### config.mk
export PLATFORM = sky130hd
export DESIGN_NAME = demux_1t2_stream
export DESIGN_NICKNAME = d
export VERILOG_FILES = /design/src/rtl/demux_1t2_stream.sv
export SDC_FILE = /design/constraint.sdc
export NUM_CORES = 1
export LEC_CHECK = 0
export ABC_AREA = 1
export BUFFER_PORTS_ARGS = -buffer_cell sky130_fd_sc_hd__buf_4
export CORE_MARGIN = 2
export CORE_UTILIZATION = 30
export DETAILED_ROUTE_END_ITERATION = 8
export SKIP_CTS_REPAIR_TIMING = 1
export SYNTH_ARGS = -nofsm -noshare
export SYNTH_HDL_FRONTEND = slang
export SYNTH_SLANG_ARGS = --single-unit
### constraint.sdc
create_clock -name CLK -period 1.1 [get_ports CLK]
set_input_delay 0.22 -clock CLK [delete_from_list [all_inputs] [get_ports CLK]]
set_output_delay 0.22 -clock CLK [all_outputs]
set_load 0.03 [all_outputs]
### src/rtl/demux_1t2_stream.sv
// Registered 1-to-2 valid/ready stream demultiplexer.
// Each input word is routed by SEL into a one-entry holding register on
// channel 0 or 1. Each channel is an EMPTY/FULL FSM that can drain and
// reload in the same cycle, so each channel sustains one word per cycle.
// Ports:
//   CLK, RST_N            clock, asynchronous active-low reset
//   DIN, SEL, IN_VALID    input word, destination channel, word present
//   IN_READY              input accepted this cycle (combinational)
//   DOUTn, OUTn_VALID     channel n registered data / undelivered flag
//   OUTn_READY            channel n consumer takes DOUTn this cycle
//   CNTn                  words accepted into channel n since reset (wraps)
module demux_1t2_stream #(
  parameter int unsigned WIDTH = 32,
  parameter int unsigned CNT_W = 16
) (
  input  logic             CLK,
  input  logic             RST_N,
  input  logic [WIDTH-1:0] DIN,
  input  logic             SEL,
  input  logic             IN_VALID,
  output logic             IN_READY,
  output logic [WIDTH-1:0] DOUT0,
  output logic             OUT0_VALID,
  input  logic             OUT0_READY,
  output logic [WIDTH-1:0] DOUT1,
  output logic             OUT1_VALID,
  input  logic             OUT1_READY,
  output logic [CNT_W-1:0] CNT0,
  output logic [CNT_W-1:0] CNT1
);

  typedef enum logic {
    ST_EMPTY = 1'b0,
    ST_FULL  = 1'b1
  } ch_state_e;

  ch_state_e        st0_q, st0_d;
  ch_state_e        st1_q, st1_d;
  logic [WIDTH-1:0] data0_q, data0_d;
  logic [WIDTH-1:0] data1_q, data1_d;
  logic [CNT_W-1:0] cnt0_q, cnt0_d;
  logic [CNT_W-1:0] cnt1_q, cnt1_d;

  logic space0, space1;
  logic drain0, drain1;
  logic accept, load0, load1;

  // Handshake decode; IN_READY depends only on SEL and the selected channel.
  always_comb begin
    space0   = (st0_q == ST_EMPTY) | OUT0_READY;
    space1   = (st1_q == ST_EMPTY) | OUT1_READY;
    drain0   = (st0_q == ST_FULL) & OUT0_READY;
    drain1   = (st1_q == ST_FULL) & OUT1_READY;
    IN_READY = SEL ? space1 : space0;
    accept   = IN_VALID & IN_READY;
    load0    = accept & ~SEL;
    load1    = accept & SEL;
  end

  // Channel 0 next state: load wins over drain so a drain+load has no bubble.
  always_comb begin
    st0_d   = st0_q;
    data0_d = data0_q;
    cnt0_d  = cnt0_q;
    case (st0_q)
      ST_EMPTY: if (load0) st0_d = ST_FULL;
      ST_FULL:  if (!load0 && drain0) st0_d = ST_EMPTY;
      default:  st0_d = ST_EMPTY;
    endcase
    if (load0) begin
      data0_d = DIN;
      cnt0_d  = cnt0_q + CNT_W'(1);
    end
  end

  // Channel 1 next state, mirror of channel 0.
  always_comb begin
    st1_d   = st1_q;
    data1_d = data1_q;
    cnt1_d  = cnt1_q;
    case (st1_q)
      ST_EMPTY: if (load1) st1_d = ST_FULL;
      ST_FULL:  if (!load1 && drain1) st1_d = ST_EMPTY;
      default:  st1_d = ST_EMPTY;
    endcase
    if (load1) begin
      data1_d = DIN;
      cnt1_d  = cnt1_q + CNT_W'(1);
    end
  end

  // State, data and counter registers.
  always_ff @(posedge CLK or negedge RST_N) begin
    if (!RST_N) begin
      st0_q   <= ST_EMPTY;
      st1_q   <= ST_EMPTY;
      data0_q <= '0;
      data1_q <= '0;
      cnt0_q  <= '0;
      cnt1_q  <= '0;
    end else begin
      st0_q   <= st0_d;
      st1_q   <= st1_d;
      data0_q <= data0_d;
      data1_q <= data1_d;
      cnt0_q  <= cnt0_d;
      cnt1_q  <= cnt1_d;
    end
  end

  // FULL is the valid flag; all of these come straight from flops.
  assign OUT0_VALID = (st0_q == ST_FULL);
  assign OUT1_VALID = (st1_q == ST_FULL);
  assign DOUT0      = data0_q;
  assign DOUT1      = data1_q;
  assign CNT0       = cnt0_q;
  assign CNT1       = cnt1_q;

endmodule

==> impl_metrics.csv, run 1 <==
group,metric,value,unit
drt,drt-pass1-iter-count,5,
drt,via_count,4266,
layout,multi_input_area,0.001969,mm²
timing,worst_pin_slew,0.3255,ns
critical_path,endpoint_kind,"primary output",
placed_design,finalWeightedCongestion,0.8011,
synth,yosys_warnings,0,
power,clockPowerShare,25.5,%
synth,netlist_top_cells_area,"dfrtp_1 57%, nand2_1 13%, o21ai_0 5.9%, inv_1 5.2%, nor2_1 3.7%",
timing,drv_slew,0,
power,power_density,1876,mW/mm²
die,dieWidth,123.3,µm
drt,wl_met1,5.889,mm
timing,hold_violations,0,
power,p_comb_share,42.3,%
clocking,cts_tree,"done",
die,die_h,123.3,µm
critical_path,crit_required,0.88,ns
clocking,numCtsBuffers,9,
drt,wl_per_cell,15.31,µm
critical_path,crit_type,"reg -> out",
clocking,cts_buffer_depth,2,
timing,relSlewSlack,78.30,%
drt,drc_errors,0,
worst_hold_path,holdCritPathClass,"in -> reg",
drt,dr.max_layer_used,"met4",
die,core_area,0.01388,mm²
layout,nets,795,
timing,fin_crit_sh,127.6,%
drt,wl,14.39,mm
layout,drive_above_1_share,57.50,%
timing,finalClockSkew,0.004338,ns
run_status,violations,"negative setup slack",
drt,viasPerCell,4.538,
power,p_int,10.14,mW
job,cap_violations,0,
drt,first_iter_violations,188,
critical_path,worstPathMaxFanout,2,
clocking,cts-root-buf,"clkbuf_16",
power,power_frac_seq,32.2,%
worst_hold_path,min_delay_path_depth,3,
power,swShare,34.38,%
synth,synth.distinct_cells,24,
run_status,status,"finished, violations left",
critical_path,crit_arrival,1.18,ns
critical_path,critPathLaunchType,"flop",
synth,synth_seq_cells,98,
synth,yosys.area.top_type,"dfrtp_1",
placed_design,hpwlAfterDp,8.383,mm
global_routing,grt_pass1_wl,18.20,mm
clocking,htree_levels,3,
placed_design,place_ws,-0.2336,ns
global_routing,grt_pass1_vias,3722,
timing,period_needed,1.403,ns
die,die-area,0.01521,mm²
drt,dr_wl_met2,7.305,mm
synth,synth_seq_area_share,57.43,%
layout,layout.area.seq,0.002489,mm²
synth,synth_area,0.004270,mm²
power,irDropWorstVdd,0.7694,mV
timing,fmax,712.6,MHz
drt,wl_met3,942,µm
worst_hold_path,hold_start,"DIN[20]",
die,rows,43,
timing,finalSetupViolCount,197,
critical_path,rr_worst_depth,9,
global_routing,antenna_found_initial,0,
global_routing,grt_use_total,15.51,%
synth,postSynthAreaPerCell,8.787,µm²
critical_path,r2r-end,"CNT0[11]",
critical_path,rr_startpoint,"OUT0_VALID",
synth,yosysTopAreaCellShare,57.43,%
power,switchingPower,5.314,mW
layout,n_antenna_cell,0,
critical_path,startpoint,"OUT1_VALID",
clocking,clock_sinks,98,
timing,rsz0062_at_grt,"yes",
synth,synth_cells,486,
layout,areaGrowthSynthToFinish,92.97,%
timing,fin_ws,-0.3032,ns
layout,final_core_utilization,59.37,%
clocking,clkTransAtPathRegs,0.07,ns
drt,ant_nets,0,
placed_design,numPortBuffers,136,
clocking,clock_latency,0.36,ns
synth,mappedNetlistNets,526,
layout,num-fill-cells,1167,
critical_path,reg2reg_slack,-0.26,ns
power,leakage,4.083,nW
global_routing,grt_max_degree,34,
timing,setup_tns,-21.76,ns
die,initial_core_util,30.76,%
global_routing,gr-total-overflow,0,
die,pin_count,137,
worst_hold_path,worstHoldEndpoint,"DOUT1[20]",
## cell families (layout without fill, tap and decap cells)
kind of cell | after synthesis | after routing | share of synthesized area, %
flops | 98 | 98 | 57.43
simple gates | 222 | 222 | 21.71
xor+xnor | 14 | 14 | 2.871
fa+ha+maj | 2 | 2 | 0.5859
compound gates | 70 | 70 | 8.760
buf+inv | 80 | 354 | 8.643
## state kept, by name, summed over array words and instances, names as in the netlist
| name | count |
|---|---|
| OUT0_VALID | 1 |
| CNT0 | 16 |
| DOUT1 | 32 |
| OUT1_VALID | 1 |
| CNT1 | 16 |
| DOUT0 | 32 |
## synthesized netlist by cell type
library cell  number
inv_2              3
nand3_1           12
o21ai_0           50
nor2_1            42
buf_4              5
buf_2              4
a21oi_1            1
dfrtp_1           98
o21bai_2           3
inv_1             59
nand3_2            2
o21bai_1           2
clkbuf_1           3
nand4_1            8
nand3b_1           7
nand2_1          145
xor2_1            12
nor2_2             2
ha_1               2
buf_6              6
nand2_2            3
xnor2_1            2
nor2_4             1
o21ai_1           14
## how the worst max path moves through the flow
stage / end / cells past startpoint
2_1_floorplan: CNT0[10] / 8
3_3_place_gp: CNT1[8] / 5
3_5_place_dp: CNT1[8] / 5
4_1_cts: IN_READY / 5
5_1_grt: CNT0[11] / 9
6_report: IN_READY / 5
## cell usage in the layout (no fill, tap or decap), drive strengths merged
cell type and instances:
buf 265, nand2 148, dfrtp 98, o21ai 64, inv 61, nor2 45
clkbuf 20, nand3 14, xor2 12, nand4 8, nand3b 7, o21bai 5
bufinv 4, clkinv 2, xnor2 2, ha 2, a21oi 1, clkinvlp 1
dlygate4sd3 1
## power by group through the flow
stage	combinational, mW	sequential, mW	clock, mW
after floorplan	0.971	6.10	0
after global placement	4.27	4.86	0
after detailed placement	4.30	4.89	0
after CTS	4.31	4.85	4.03
after global routing	6.91	5.04	4.18
final	6.54	4.99	3.94
## metrics by stage
step	area [µm²]	std cells	total power [mW]	hold WS, ns
floorplan	4409	486	7.076	-0.07559
finish	8240	940	15.46	0.1204
detailed placement	5937	834	9.192	0.1440
CTS	6312	850	13.19	-0.2428
global route	8240	940	16.13	0.1202
global placement	5937	834	9.130	0.1415
## critical path, stage by stage, from the launching register on
cell	delay, ns
dfrtp_2	0.43
nand2_4	0.08
buf_6	0.10
nand2_4	0.03
nand2_2	0.05
buf_6	0.13
## layer usage
metal / global-route usage (%) / vias to the layer above
met5: 0 / -
met4: 7.386 / 0
met3: 4.613 / 14
met2: 24.48 / 140
met1: 19.45 / 2052
li1: - / 2060
## area by class of cell
cell class / instances / area share (%)
Multi-Input combinational cell: 308 / 23.90
Timing Repair Buffer: 276 / 35.45
Clock buffer: 10 / 2.900
Clock inverter: 6 / 1.655
Inverter: 62 / 3.158
Sequential cell: 98 / 30.20
Tap cell: 180 / 2.733
Note: power is estimated with default switching activity, not from simulation.
==> run 2, diff against run 1 <==
--- a/config.mk
+++ b/config.mk
@@ -7,7 +7,8 @@
 export LEC_CHECK = 0
 export ABC_AREA = 1
 export BUFFER_PORTS_ARGS = -buffer_cell sky130_fd_sc_hd__buf_4
-export CORE_MARGIN = 2
+export CORE_ASPECT_RATIO = 1.5
+export CORE_MARGIN = 4
 export CORE_UTILIZATION = 30
 export DETAILED_ROUTE_END_ITERATION = 8
 export SKIP_CTS_REPAIR_TIMING = 1
==> run 2 against run 1 <==
Against the previous run:
- the flow still finishes with violations (negative setup slack)
- clock power decreased by 21%
- worst hold slack improved by 0.017 ns
- via count barely moved
- critical path type unchanged
==> impl_metrics.csv, run 2 (synthesis results as in run 1) <==
group,metric,value,unit
die,core_area,0.01399,mm²
drt,first_iter_violations,159,
timing,relSlewSlack,84.69,%
layout,layout.area.seq,0.002489,mm²
critical_path,rr_worst_depth,7,
power,leakage,4.035,nW
run_status,violations,"negative setup slack",
power,power_density,1772,mW/mm²
clocking,htree_levels,3,
layout,nets,787,
drt,wl_per_cell,14.90,µm
placed_design,hpwlAfterDp,8.346,mm
die,initial_core_util,30.52,%
layout,n_antenna_cell,0,
clocking,numCtsBuffers,9,
critical_path,crit_type,"reg -> out",
global_routing,grt_use_total,14.15,%
drt,wl,14.07,mm
clocking,cts-root-buf,"clkbuf_16",
layout,fin_cells,944,
timing,drv_slew,0,
critical_path,rr_startpoint,"OUT0_VALID",
timing,worst_pin_slew,0.2296,ns
global_routing,grt_max_degree,66,
job,cap_violations,0,
global_routing,grt_pass1_vias,3967,
timing,fin_crit_sh,128.6,%
drt,viasPerCell,4.516,
timing,hold_violations,0,
critical_path,worstPathMaxFanout,2,
worst_hold_path,min_delay_path_depth,3,
die,die_h,154.1,µm
critical_path,crit_required,0.88,ns
drt,ant_nets,0,
clocking,cts_buffer_depth,2,
timing,finalClockSkew,0.007742,ns
power,total_power,14.44,mW
placed_design,place_ws,-0.1900,ns
layout,drive_above_1_share,57.98,%
global_routing,grt_pass1_wl,18.92,mm
layout,areaGrowthSynthToFinish,90.77,%
placed_design,postPlaceCellArea,0.005914,mm²
timing,fin_ws,-0.3143,ns
timing,period_needed,1.414,ns
drt,via_count,4263,
timing,finalSetupViolCount,182,
power,irDropWorstVdd,1.036,mV
global_routing,gr-total-overflow,0,
critical_path,r2r-end,"CNT0[14]",
timing,fmax,707.0,MHz
placed_design,finalWeightedCongestion,0.8121,
worst_hold_path,worstHoldEndpoint,"DOUT0[8]",
worst_hold_path,holdCritPathClass,"in -> reg",
die,pin_count,137,
clocking,clkTransAtPathRegs,0.08,ns
layout,final_core_utilization,58.22,%
critical_path,critPathLaunchType,"flop",
clocking,clock_sinks,98,
layout,layout_common_cells,"131 x buf_6, 113 x buf_4, 89 x nand2_1",
worst_hold_path,hold_start,"DIN[8]",
die,rows,53,
clocking,clock_latency,0.34,ns
clocking,cts_tree,"done",
die,dieWidth,105.4,µm
drt,drc_errors,0,
global_routing,antenna_found_initial,0,
timing,rsz0062_at_grt,"yes",
drt,drt-pass1-iter-count,4,
layout,num-fill-cells,1140,
critical_path,endpoint_kind,"primary output",
layout,multi_input_area,0.002034,mm²
placed_design,dp_cells,841,
placed_design,numPortBuffers,136,
run_status,status,"finished, violations left",
critical_path,reg2reg_slack,-0.24,ns
critical_path,crit_arrival,1.19,ns
die,die-area,0.01625,mm²
layout,fin_area,0.008147,mm²
layout,final_common_cell,"buf_6",
## run 2: cell types whose count changed in the layout (fill, tap and decap cells not counted), moves of 3 or more
cell	delta
nand2_1	-7
nand3_1	-5
buf_4	-7
nand3_2	+4
o21ai_2	-3
inv_8	+5
buf_8	-3
o21ai_0	+8
nand2_4	+6
o21ai_1	-5
bufinv_16	-4
## run 2: where the power goes
| group | total [mW] | internal (mW) | leakage [nW] | switching [mW] |
|---|---|---|---|---|
| clock | 3.11 | 1.60 | 0.139 | 1.51 |
| combinational | 6.38 | 3.24 | 2.71 | 3.14 |
| sequential | 4.95 | 4.27 | 1.18 | 0.678 |
| total | 14.4 | 9.11 | 4.03 | 5.32 |
## run 2: how the worst max path moves through the flow
| stage | start | to | slack [ns] | cells past startpoint |
|---|---|---|---|---|
| finish | OUT1_VALID | IN_READY | -0.31 | 5 |
| global route | OUT1_VALID | IN_READY | -0.36 | 5 |
| CTS | OUT0_VALID | IN_READY | -0.34 | 5 |
| detailed placement | OUT1_VALID | CNT1[8] | -0.19 | 5 |
| global placement | OUT1_VALID | CNT1[8] | -0.16 | 5 |
| floorplan | CNT0[1] | CNT0[10] | -0.13 | 8 |
## run 2: layout make-up
class	count	area share (%)
Clock buffer	10	2.811
Clock inverter	6	0.7219
Inverter	62	3.271
Multi-Input combinational cell	308	24.97
Sequential cell	98	30.55
Tap cell	192	2.949
Timing Repair Buffer	266	34.48
Timing Repair inverter	2	0.2457
## run 2: routing by layer
metal  routed length (µm)  up-vias  track usage [%]
li1                     -     2033                -
met3                 1086       17            5.250
met5                    0        -                0
met1                 5236     2079            16.42
met2                 7609      134            23.94
met4                  136        0            4.878
## run 2: per-stage QoR
| step | TNS, ns | hold slack, ns |
|---|---|---|
| finish | -16.49 | 0.1379 |
| global route | -24.62 | 0.1368 |
| CTS | -18.53 | -0.2731 |
| detailed placement | -8.993 | 0.09793 |
| global placement | -6.892 | 0.09256 |
| floorplan | -7.722 | -0.07559 |
## run 2: critical path: stages (launching register included)
cell     delay (ns)
dfrtp_2        0.42
nand2_4        0.07
buf_4          0.11
nand2_1        0.06
nand2_2        0.07
buf_6          0.13
